[config.mk]
export PLATFORM = sky130hd
export DESIGN_NAME = mem_arbiter
export DESIGN_NICKNAME = d
export VERILOG_FILES = /design/src/rtl/mem_arbiter.sv
export SDC_FILE = /design/constraint.sdc
export NUM_CORES = 1
export LEC_CHECK = 0
export BUFFER_PORTS_ARGS = -buffer_cell sky130_fd_sc_hd__clkbuf_2
export CAP_MARGIN = 20
export CORE_UTILIZATION = 43
export DETAILED_ROUTE_END_ITERATION = 12
export MAX_ROUTING_LAYER = met4
export PLACE_DENSITY = 0.69
export SYNTH_ARGS = -nofsm -noshare
export SYNTH_HDL_FRONTEND = slang
export SYNTH_SLANG_ARGS = --single-unit
[constraint.sdc]
create_clock -name clk -period 2.5 [get_ports clk]
set_input_delay 0.375 -clock clk [delete_from_list [all_inputs] [get_ports clk]]
set_output_delay 0.375 -clock clk [all_outputs]
set_load 0.03 [all_outputs]
[src/rtl/mem_arbiter.sv]
// Arbitrates a CPU instruction-fetch port and a data load/store port onto one
// single-outstanding memory backend, with a one-word instruction buffer.
module mem_arbiter #(
    parameter bit D_FIRST = 1'b1
) (
    input  logic        clk,
    input  logic        rst,

    input  logic [31:0] i_addr,
    input  logic        i_rstrb,
    output logic [31:0] i_rdata,
    output logic        i_rbusy,

    input  logic [31:0] d_addr,
    input  logic [31:0] d_wdata,
    input  logic [3:0]  d_wmask,
    input  logic        d_wstrb,
    input  logic        d_rstrb,
    output logic [31:0] d_rdata,
    output logic        d_rbusy,
    output logic        d_wbusy,

    output logic        mem_req,
    output logic        mem_we,
    output logic [31:0] mem_addr,
    output logic [31:0] mem_wdata,
    output logic [3:0]  mem_wmask,
    input  logic        mem_ready,
    input  logic [31:0] mem_rdata
);

    localparam int unsigned AW = 32;
    localparam int unsigned MW = 4;

    typedef enum logic [1:0] {IDLE, IFETCH, DREAD, DWRITE} state_t;

    state_t state, state_n;

    logic          wp, rp, valid;
    logic [AW-1:0] wp_addr, wp_data, rp_addr, tag;
    logic [MW-1:0] wp_mask;

    logic          w_any, r_any, i_miss;
    logic [AW-1:0] w_addr_e, w_data_e, r_addr_e;
    logic [MW-1:0] w_mask_e;

    logic          req_n, we_n;
    logic [AW-1:0] addr_n, wdata_n;
    logic [MW-1:0] wmask_n;
    logic          fetch_done, load_done, store_done;

    function automatic logic [AW-1:0] align(input logic [AW-1:0] a);
        return a & ~AW'(3);
    endfunction

    // A strobe in the current cycle is served as if already pending
    assign w_any    = wp | d_wstrb;
    assign r_any    = rp | d_rstrb;
    assign w_addr_e = wp ? wp_addr : d_addr;
    assign w_data_e = wp ? wp_data : d_wdata;
    assign w_mask_e = wp ? wp_mask : d_wmask;
    assign r_addr_e = rp ? rp_addr : d_addr;

    assign d_wbusy = d_wstrb | wp;
    assign d_rbusy = d_rstrb | rp;
    assign i_rbusy = i_rstrb & ~(valid & (tag == i_addr));
    assign i_miss  = i_rbusy;

    // Next-state and next backend-bus values
    always_comb begin
        state_n    = state;
        req_n      = mem_req;
        we_n       = mem_we;
        addr_n     = mem_addr;
        wdata_n    = mem_wdata;
        wmask_n    = mem_wmask;
        fetch_done = 1'b0;
        load_done  = 1'b0;
        store_done = 1'b0;
        case (state)
            IDLE: begin
                if ((w_any || r_any) && (D_FIRST || !i_miss)) begin
                    req_n = 1'b1;
                    if (w_any) begin
                        state_n = DWRITE;
                        we_n    = 1'b1;
                        addr_n  = align(w_addr_e);
                        wdata_n = w_data_e;
                        wmask_n = w_mask_e;
                    end else begin
                        state_n = DREAD;
                        we_n    = 1'b0;
                        addr_n  = align(r_addr_e);
                        wdata_n = '0;
                        wmask_n = '0;
                    end
                end else if (i_miss) begin
                    state_n = IFETCH;
                    req_n   = 1'b1;
                    we_n    = 1'b0;
                    addr_n  = align(i_addr);
                    wdata_n = '0;
                    wmask_n = '0;
                end
            end
            IFETCH, DREAD, DWRITE: begin
                if (mem_ready) begin
                    state_n    = IDLE;
                    req_n      = 1'b0;
                    we_n       = 1'b0;
                    wmask_n    = '0;
                    fetch_done = (state == IFETCH);
                    load_done  = (state == DREAD);
                    store_done = (state == DWRITE);
                end
            end
            default: state_n = IDLE;
        endcase
    end

    // State and registered backend bus
    always_ff @(posedge clk) begin
        if (rst) begin
            state     <= IDLE;
            mem_req   <= 1'b0;
            mem_we    <= 1'b0;
            mem_addr  <= '0;
            mem_wdata <= '0;
            mem_wmask <= '0;
        end else begin
            state     <= state_n;
            mem_req   <= req_n;
            mem_we    <= we_n;
            mem_addr  <= addr_n;
            mem_wdata <= wdata_n;
            mem_wmask <= wmask_n;
        end
    end

    // Pending load/store slots; a strobe on an occupied slot is dropped
    always_ff @(posedge clk) begin
        if (rst) begin
            wp      <= 1'b0;
            rp      <= 1'b0;
            wp_addr <= '0;
            wp_data <= '0;
            wp_mask <= '0;
            rp_addr <= '0;
            d_rdata <= '0;
        end else begin
            if (store_done) begin
                wp <= 1'b0;
            end else if (d_wstrb && !wp) begin
                wp      <= 1'b1;
                wp_addr <= d_addr;
                wp_data <= d_wdata;
                wp_mask <= d_wmask;
            end
            if (load_done) begin
                rp      <= 1'b0;
                d_rdata <= mem_rdata;
            end else if (d_rstrb && !rp) begin
                rp      <= 1'b1;
                rp_addr <= d_addr;
            end
        end
    end

    // Instruction buffer; stores hitting the buffered word invalidate it
    always_ff @(posedge clk) begin
        if (rst) begin
            valid   <= 1'b0;
            tag     <= '0;
            i_rdata <= '0;
        end else if (fetch_done) begin
            valid   <= 1'b1;
            tag     <= mem_addr;
            i_rdata <= mem_rdata;
        end else if (store_done && (mem_addr[AW-1:2] == tag[AW-1:2])) begin
            valid   <= 1'b0;
        end
    end

endmodule
==> impl_metrics.env <==
export IMPL_swShare=0.297
export IMPL_multiInputGateArea_um2=5710
export IMPL_die_x_um=165
export IMPL_rows=59
export IMPL_h_tree_depth=1
export IMPL_status="finished clean"
export IMPL_rsz0062_at_grt="yes"
export IMPL_netlist_area_um2=11400
export IMPL_drtPass1Iterations=7
export IMPL_critPathArrivalTime_ps=2080
export IMPL_p_leak_uw=0.00598
export IMPL_power_density_nw_per_um2=792
export IMPL_syn_inst=1510
export IMPL_clk_latency_ps=550
export IMPL_ys_seq_elements=263
export IMPL_total_power_uw=11200
export IMPL_cp_required_ps=2120
export IMPL_layout_nets=1865
export IMPL_skew_ps=11.2
export IMPL_grt_pass1_vias=9934
export IMPL_p_int_uw=7890
export IMPL_place_congestion=0.889
export IMPL_worst_slew_pin_slew_ps=698
export IMPL_yosysSeqAreaShare=0.462
export IMPL_fmax_ghz=0.408
export IMPL_finalHoldViolCount=0
export IMPL_max_slew_margin_rel=0.533
export IMPL_layout_drive_gt1_share=0.224
export IMPL_cts_sinks=263
export IMPL_pre_cts_slack_ps=52.9
export IMPL_drc=0
export IMPL_final_cell_mix="nand2_1, clkbuf_2, dfxtp_1, a21oi_1, nor2_1"
export IMPL_power_frac_comb=0.186
export IMPL_startpoint="tag[19]"
export IMPL_clock_power_share=0.395
export IMPL_ys_types=36
export IMPL_synthTopCellsByArea="dfxtp_1, nand2_1, a21oi_1"
export IMPL_grt_usage=0.248
export IMPL_hold_ws_ps=61.5
export IMPL_dr_first_iter_drc_count=877
export IMPL_final_seq_area_um2=5270
export IMPL_cp_max_fo=4
export IMPL_timing_final_ws_setup_ps=48.4
export IMPL_clk_pin_slew_ps=60
export IMPL_fin_crit_ps=2450
export IMPL_clockBufferDepth=3
export IMPL_grt_max_degree=108
export IMPL_die_y_um=165
export IMPL_hold_path_class="in2reg"
export IMPL_cts_tree="yes"
export IMPL_worstSetupEndpointType="primary output"
export IMPL_drv_cap=0
export IMPL_netSwitchingPower_uw=3340
export IMPL_path_cells="xor2_1 -> nor4_1 -> buf_4 -> nand4_1 -> o21a_4 -> buf_8"
export IMPL_vias=11057
export IMPL_min_from="mem_rdata[27]"
export IMPL_start_util=0.437
export IMPL_routedWlPerCell_um=16.4
export IMPL_seqPwrFrac=0.418
export IMPL_path_class="reg2out"
export IMPL_drv_slew=0
export IMPL_grt_pass1_wl_mm=52.2
export IMPL_hpwl_mm=22.6
export IMPL_crit_slowest_cell="dfxtp_2"
export IMPL_cts_inserted_buffers=29
export IMPL_postCtsHoldBufs=0
export IMPL_routed_via_density=5.31
export IMPL_grt_overflow_total=0
export IMPL_area_growth_pct=24.5
export IMPL_synth_top_area_frac=0.462
export IMPL_reg2reg_from="tag[19]"
export IMPL_netlist_top_cell_by_area="dfxtp_1"
export IMPL_start_kind="register"
export IMPL_crit_path_max_incr_delay_ps=330
export IMPL_period_share=0.981
export IMPL_peakVddDrop_mv=0.530
export IMPL_final_common_cell="nand2_1"
export IMPL_syn_area_per_cell_um2=7.55
export IMPL_ios=275
export IMPL_fill_cells=2487
export IMPL_die_area_um2=27200
export IMPL_setup_violations=0
export IMPL_antenna_found_initial=1
export IMPL_timing_critical_path_buf_inv=2
export IMPL_ant_nets=0
export IMPL_critPathTopFamily="simple AND/OR/NAND/NOR gates"
export IMPL_wirelength_mm=34.2
export IMPL_clockRootBuffer="clkbuf_16"
export IMPL_numPortBuffers=270
export IMPL_coreArea_um2=26100
export IMPL_yosysWarnings=0
==> power by group through the flow <==
stage	clock (uW)	combinational [uW]	sequential (uW)
after floorplan	0	1090	5030
after global placement	0	2050	4770
after detailed placement	0	2080	4780
after CTS	4510	2090	4690
after global routing	4690	2280	4730
final	4440	2090	4700
==> flip-flops by register name, indices dropped and copies added (netlist names), 2 cells and up <==
register,count
state,2
tag,30
rp_addr,30
wp_addr,30
wp_data,32
i_rdata,32
mem_wdata,32
mem_wmask,4
d_rdata,32
mem_addr,30
wp_mask,4
==> layout make-up <==
type | count | share of cell area
repair buffers | 304 | 0.125
well taps | 335 | 0.0295
clock buffers | 44 | 0.0623
flip-flops and latches | 263 | 0.372
inverters | 3 | 0.000794
multi-input cells | 1126 | 0.402
diodes | 1 | 0.000176
clock inverters | 7 | 0.00803
==> cell usage after synthesis <==
| library cell | instances |
|---|---|
| o211ai_2 | 1 |
| inv_1 | 3 |
| nand3_1 | 14 |
| or2_2 | 3 |
| buf_4 | 7 |
| o21ai_0 | 31 |
| nor3b_2 | 1 |
| buf_1 | 13 |
| nor3_1 | 4 |
| mux2_2 | 18 |
| nand4_1 | 8 |
| and3_1 | 1 |
| mux2i_1 | 30 |
| o31ai_2 | 1 |
| nand2_1 | 477 |
| nand3b_1 | 1 |
| a31oi_1 | 51 |
| nor2_1 | 125 |
| xnor2_1 | 19 |
| buf_2 | 8 |
| o2bb2ai_1 | 22 |
| nor3b_1 | 2 |
| a221oi_1 | 1 |
| o21a_1 | 1 |
| clkbuf_1 | 90 |
| buf_6 | 1 |
| xor2_1 | 41 |
| a21oi_1 | 244 |
| or3b_1 | 1 |
| or3_1 | 2 |
| a22o_1 | 12 |
| or3b_2 | 1 |
| nor4_1 | 11 |
| conb_1 | 1 |
| nand2b_1 | 1 |
| dfxtp_1 | 263 |
==> logic make-up (layout without fill, tap and decap cells) <==
group / count (synthesis) / count (layout) / share of synthesized area
muxes: 48 / 48 / 0.0441
DFF: 263 / 263 / 0.462
and+or+nand+nor: 652 / 652 / 0.225
xor gates and xnor gates: 60 / 60 / 0.0461
AOI/OAI and AO/OA: 364 / 364 / 0.178
buffers and inverters: 122 / 358 / 0.0440
other: 1 / 3 / 0.000329
==> path summary, 6_finish.rpt <==
path / to / slack [ps] / cells after the start
setup reg to reg: mem_addr[31] / 290 / 9
setup / recovery: i_rbusy / 50 / 6
hold / removal: d_rdata[27] / 60 / 3
hold reg to reg: wp_addr[7] / 450 / 2
==> metal layers <==
| layer | global-route usage | routed length [um] | up-vias |
|---|---|---|---|
| met2 | 0.397 | 15700 | 408 |
| met5 | - | 0 | - |
| met4 | 0.0726 | 893 | 0 |
| met3 | 0.0482 | 2720 | 56 |
| li1 | - | - | 5462 |
| met1 | 0.316 | 14900 | 5131 |
==> timing repair <==
| action | 4_1_cts | 5_1_grt |
|---|---|---|
| gates resized for setup | 10 | 4 |
| setup buffers | 3 | 1 |
| pin swaps | 5 | 3 |
| setup endpoints to repair | 1 | 1 |
==> worst min-delay path: stages <==
cell and delay (ps):
clkbuf_2 90, nand2_1 50, a21oi_1 50
==> stage by stage <==
step / area, um2 / utilization / TNS [ps] / cells
2_1_floorplan: 11400 / - / 0 / 1511
3_3_place_gp: 13100 / 0.503 / 0 / 2028
3_5_place_dp: 13100 / 0.503 / 0 / 2028
4_1_cts: 14200 / 0.543 / 0 / 2081
5_1_grt: 14200 / 0.544 / -70.6 / 2083
6_report: 14200 / 0.544 / 0 / 2083
(Power assumes the default switching activity.)
